===== config.mk =====
export PLATFORM = sky130hd
export DESIGN_NAME = rf_wb_scheduler
export DESIGN_NICKNAME = d
export VERILOG_FILES = /design/src/rtl/rf_wb_scheduler.sv
export SDC_FILE = /design/constraint.sdc
export NUM_CORES = 1
export LEC_CHECK = 0
export ABC_AREA = 1
export CAP_MARGIN = 20
export CORE_MARGIN = 1.5
export CORE_UTILIZATION = 45
export CTS_CLUSTER_SIZE = 28
export DETAILED_ROUTE_END_ITERATION = 8
export HOLD_SLACK_MARGIN = 0.1
export PLACE_DENSITY = 0.87
export SETUP_SLACK_MARGIN = 0.3
export SYNTH_ARGS = -nofsm -noshare
export SYNTH_HDL_FRONTEND = slang
export SYNTH_SLANG_ARGS = --single-unit

===== constraint.sdc =====
create_clock -name clk -period 3.1 [get_ports clk]
set_clock_uncertainty 0.05 [all_clocks]
set_input_delay 0.31 -clock clk [delete_from_list [all_inputs] [get_ports clk]]
set_output_delay 0.31 -clock clk [all_outputs]
set_load 0.005 [all_outputs]

===== src/rtl/rf_wb_scheduler.sv =====
// rf_wb_scheduler: round-robin writeback arbiter for the integer register file
// write port, with a pending-write scoreboard for decoder operand stalls.
// Optional feature macro: RF_WB_FORWARD_EN. When it is defined, the pending bit
// clears at the acceptance edge and the write port data is forwarded to the
// decoder's source queries.
module rf_wb_scheduler #(
  parameter int unsigned NUM_REQ = 3,
  parameter int unsigned XLEN    = 32
) (
  input  logic                    clk,
  input  logic                    reset,
  input  logic [NUM_REQ-1:0]      req_valid,
  output logic [NUM_REQ-1:0]      req_ready,
  input  logic [5*NUM_REQ-1:0]    req_addr,
  input  logic [XLEN*NUM_REQ-1:0] req_data,
  input  logic                    alloc_valid,
  input  logic [4:0]              alloc_addr,
  input  logic [4:0]              rs1_addr,
  input  logic [4:0]              rs2_addr,
  output logic                    rs1_busy,
  output logic                    rs2_busy,
  output logic                    rf_we,
  output logic [4:0]              rf_addr,
  output logic [XLEN-1:0]         rf_din
`ifdef RF_WB_FORWARD_EN
  ,
  output logic                    rs1_fwd_valid,
  output logic                    rs2_fwd_valid,
  output logic [XLEN-1:0]         rs1_fwd_data,
  output logic [XLEN-1:0]         rs2_fwd_data
`endif
);

  localparam int unsigned IDX_W = (NUM_REQ > 1) ? $clog2(NUM_REQ) : 1;
  localparam int unsigned NREG  = 32;

  logic [IDX_W-1:0]   last_grant;
  logic [NUM_REQ-1:0] grant;
  logic [IDX_W-1:0]   grant_idx;
  logic               found;
  logic               transfer;
  logic [4:0]         sel_addr;
  logic [XLEN-1:0]    sel_data;
  logic [NREG-1:0]    pending;
  logic [NREG-1:0]    set_vec;
  logic [NREG-1:0]    clr_vec;
  logic [NREG-1:0]    pending_next;

  // Round-robin search starting one past the last granted requester.
  always_comb begin
    int unsigned k;
    k         = 0;
    grant     = '0;
    grant_idx = '0;
    found     = 1'b0;
    for (int unsigned i = 1; i <= NUM_REQ; i++) begin
      k = 32'(last_grant) + i;
      if (k >= NUM_REQ) k = k - NUM_REQ;
      if (!found && req_valid[IDX_W'(k)]) begin
        grant[IDX_W'(k)] = 1'b1;
        grant_idx        = IDX_W'(k);
        found            = 1'b1;
      end
    end
  end

  assign req_ready = reset ? '0 : grant;
  assign transfer  = |req_ready;

  // Select the granted requester's address and data.
  always_comb begin
    sel_addr = '0;
    sel_data = '0;
    for (int unsigned r = 0; r < NUM_REQ; r++) begin
      if (grant[r]) begin
        sel_addr = req_addr[5*r +: 5];
        sel_data = req_data[XLEN*r +: XLEN];
      end
    end
  end

  // Scoreboard update: a new producer's set overrides the old producer's clear.
  always_comb begin
    set_vec = '0;
    clr_vec = '0;
    if (alloc_valid && (alloc_addr != 5'd0)) set_vec = NREG'(1) << alloc_addr;
`ifdef RF_WB_FORWARD_EN
    if (transfer && (sel_addr != 5'd0)) clr_vec = NREG'(1) << sel_addr;
`else
    if (rf_we) clr_vec = NREG'(1) << rf_addr;
`endif
    pending_next = (pending & ~clr_vec) | set_vec;
  end

  // Write-port registers, round-robin pointer and pending bitmap.
  always_ff @(posedge clk) begin
    if (reset) begin
      rf_we      <= 1'b0;
      rf_addr    <= '0;
      rf_din     <= '0;
      last_grant <= IDX_W'(NUM_REQ - 1);
      pending    <= '0;
    end else begin
      rf_we   <= transfer && (sel_addr != 5'd0);
      pending <= pending_next;
      if (transfer) begin
        rf_addr    <= sel_addr;
        rf_din     <= sel_data;
        last_grant <= grant_idx;
      end
    end
  end

  assign rs1_busy = (rs1_addr != 5'd0) && pending[rs1_addr];
  assign rs2_busy = (rs2_addr != 5'd0) && pending[rs2_addr];

`ifdef RF_WB_FORWARD_EN
  assign rs1_fwd_valid = rf_we && (rf_addr == rs1_addr) && (rs1_addr != 5'd0);
  assign rs2_fwd_valid = rf_we && (rf_addr == rs2_addr) && (rs2_addr != 5'd0);
  assign rs1_fwd_data  = rf_din;
  assign rs2_fwd_data  = rf_din;
`endif

endmodule


==> results.yml <==
run_status:
  status: "finished, final reports clean"
clock_network:
  cts_tree: "built"
  h-tree-depth: 3
  insertion_delay_ps: 340
  cts.path.max_buffers: 2
  clockRootBuffer: "clkbuf_8"
  clkSinkCount: 72
  cts_buffers: 9
  cts.clk_slew.worst_paths_ps: 80
routing:
  drtPass1Iterations: 5
  drc: 0
  num_vias: 5500
  drt-total-wl_um: 16290
  wl_per_cell_um: 16.71
  ant_nets: 0
  drtIter0Drc: 279
  via_per_inst: 5.641
timing:
  finalHoldViolations: 0
  fin_setup_tns_ps: 0
  max_slew_margin: 0.4997
  worst_pin_slew_ps: 743.6
  finalMaxSlewViolations: 0
  rsz0062_at_grt: "true"
  setup_viol: 0
  fmax_mhz: 362.7
  setup_ws_ps: 342.7
  post-route-period-util: 0.8894
  fin_crit_ps: 2757
worst_setup_path:
  worstSetupStartpointType: "flip-flop"
  cp.required_ps: 2740
  critPathKind: "flip-flop to primary output"
  worst_r2r_path_depth: 15
  crit_fanout: 7
  end_kind: "primary output"
  crit_arrival_ps: 2400
power:
  p_comb_frac: 0.665
  p_sw_mw: 2.768
  switching_share: 0.4932
  intPower_mw: 2.844
  power_leakage_nw: 2.514
  seqPwrFrac: 0.225
  peakVddDrop_uv: 677.4
  clockPowerShare: 0.110
  power_density_nw_per_um2: 860.6
floorplan:
  die_y_um: 103.3
  fp.coreArea_sq_um: 9774
  ios: 175
  die_area_sq_um: 10660
  num_rows: 36
  die_x_um: 103.3
  start_util: 0.4627
global_routing:
  overflow: 0
  grt_max_degree: 70
  grt_pass1_wl_um: 24850
  grtUsageTotal: 0.3021
  antenna_found_initial: 0
  grt_pass1_vias: 5113
logic_synthesis:
  synth_fa_ha_area_frac: 0.01660
  synth-edff-count: 0
  synth_top_family_by_area: "compound AO/OA/AOI/OAI gates"
  synth_warnings: 0
  netlist_instances: 687
  ys_seq_area_frac: 0.3187
  synth_xor_area_frac: 0
  synth_area_sq_um: 4523
  ys_ff_latch: 72
  synth_compound_area_frac: 0.2971
  yosys.area.top_type: "dfxtp_1"
  synthSimpleGateAreaFrac: 0.2736
  synth_mux_area_frac: 0
  synth_top_area_share: 0.3187
  avgSynthCellArea_sq_um: 6.584
  synthFlopType: "dfxtp_1"
  synth_area_leaders: "dfxtp_1, nand2_1, a21oi_1, o21ai_0, nand3_1"
  syn_nets: 825
  async_flop_share: 0
  yosys.cell_types.count: 39
layout:
  multi_input_area_sq_um: 2691
  syn2layout_area_growth_pct: 44.18
  drive_above_1_share: 0.09501
  num_antenna_cells: 0
  final-seq-area_sq_um: 1449
  nFillCells: 870
  final_nets: 976
min_path:
  hp-class: "flip-flop to flip-flop"
  whs_path_depth: 2
placement:
  place.port_buffers: 174
  place.gp.congestion: 0.9812
  dp_hpwl_um: 12400
  place_ws_ps: 214.5
flow_run:
  cap_violations: 0
[sequential cells by signal, summed over array words and instances, names as in the netlist]
register	cells
last_grant	2
pending	32
rf_addr	5
rf_din	32
rf_we	1
[per-stage QoR]
step | hold WS [ps] | instances | util | total power, mW | instance area, sq um
final | 426.8 | 975 | 0.6672 | 5.612 | 6521
after global routing | 450.7 | 975 | 0.6672 | 6.064 | 6521
after CTS | 429.3 | 971 | 0.6585 | 5.486 | 6436
after detailed placement | 418.9 | 956 | 0.6408 | 4.843 | 6264
after global placement | 402.2 | 956 | 0.6408 | 4.725 | 6264
after floorplan | 385.0 | 687 | - | 3.920 | 4523
[path summary, 6_finish.rpt]
check | from | end | slack, ps
max | last_grant[1]$_SDFFE_PP1P_ | req_ready[0] | 340
min | rf_din[15]$_SDFFE_PP0P_ | rf_din[15]$_SDFFE_PP0P_ | 430
max reg2reg | last_grant[1]$_SDFFE_PP1P_ | rf_din[26]$_SDFFE_PP0P_ | 420
min reg2reg | rf_din[15]$_SDFFE_PP0P_ | rf_din[15]$_SDFFE_PP0P_ | 430
[kinds of logic (layout without fill, tap and decap cells)]
kind of cell / after synthesis / count (layout)
compound gates: 249 / 249
simple gates: 264 / 264
fa+ha+maj: 6 / 6
buf+inv: 96 / 251
flops: 72 / 72
[timing repair]
item | in CTS | in global routing
buffers inserted | 0 | 4
endpoints found under the setup margin | 23 | 7
endpoints found under the hold margin | 0 | 0
hold buffers | 0 | 0
resized for setup | 9 | 16
pin swaps | 1 | 6
[Yosys cell counts (all sizes together) (5+ instances only)]
cell	n
a21oi	92
buf	18
clkbuf	30
dfxtp	72
ha	6
inv	47
nand2	143
nand3	72
nand4	5
nor2	26
nor3	9
o21ai	139
or2	5
[critical path, cell delays in order (launching register included)]
cell and delay, ps:
dfxtp_4 380, inv_4 50, ha_4 270, nand2_2 80
inv_2 50, nand2_1 90, nand2_2 100, nor2_4 200
nand3_4 100, nand2_4 90, nand2_2 70, inv_1 70
clkdlybuf4s50_1 510
[layout by cell type, fill, tap and decap left out, types with 2 or more instances in the layout]
cell type        Yosys  layout
clkdlybuf4s50_1      0     169
nand2_1            133     131
a21oi_1             91      91
o21ai_0             80      80
dfxtp_1             72      70
nand3_1             62      61
o21ai_1             48      48
inv_1               40      38
nor2_1              23      23
buf_4                4      13
o21ai_2             11      11
nand2_2              9      10
nand3_2              9       9
nor3_1               9       9
clkbuf_8             0       9
inv_2                6       5
nand4_1              5       5
ha_1                 6       5
o211ai_1             4       4
nor4_1               4       4
dlymetal6s2s_1       0       4
inv_4                1       3
nor2_4               3       3
o221ai_1             3       3
a31oi_1              3       3
or2_2                3       3
o22ai_1              3       3
clkinv_2             0       3
nand3_4              1       2
nand2_4              1       2
or2_1                2       2
clkbuf_1            28       2
dfxtp_4              0       2
[power groups by stage]
stage               clock network [mW]  logic (mW)  registers [mW]
finish                           0.617        3.73            1.26
global route                     0.660        4.12            1.28
CTS                              0.620        3.61            1.26
detailed placement                   0        3.57            1.27
global placement                     0        3.46            1.26
floorplan                            0        2.68            1.24
[metal layers]
| metal | vias up | GRT usage | part of all wire |
|---|---|---|---|
| met4 | 0 | 0.1549 | 0.043 |
| met5 | - | 0 | 0 |
| met3 | 45 | 0.06922 | 0.074 |
| li1 | 2666 | - | - |
| met1 | 2543 | 0.3452 | 0.38 |
| met2 | 246 | 0.5283 | 0.50 |
[layout make-up]
type	count	share of cell area
Timing Repair Buffer	188	0.2865
Sequential cell	72	0.2222
Clock inverter	4	0.003454
Tap cell	133	0.02552
Clock buffer	11	0.02015
Multi-Input combinational cell	519	0.4127
Inverter	48	0.02955
Note: power is estimated with default switching activity, not from simulation.
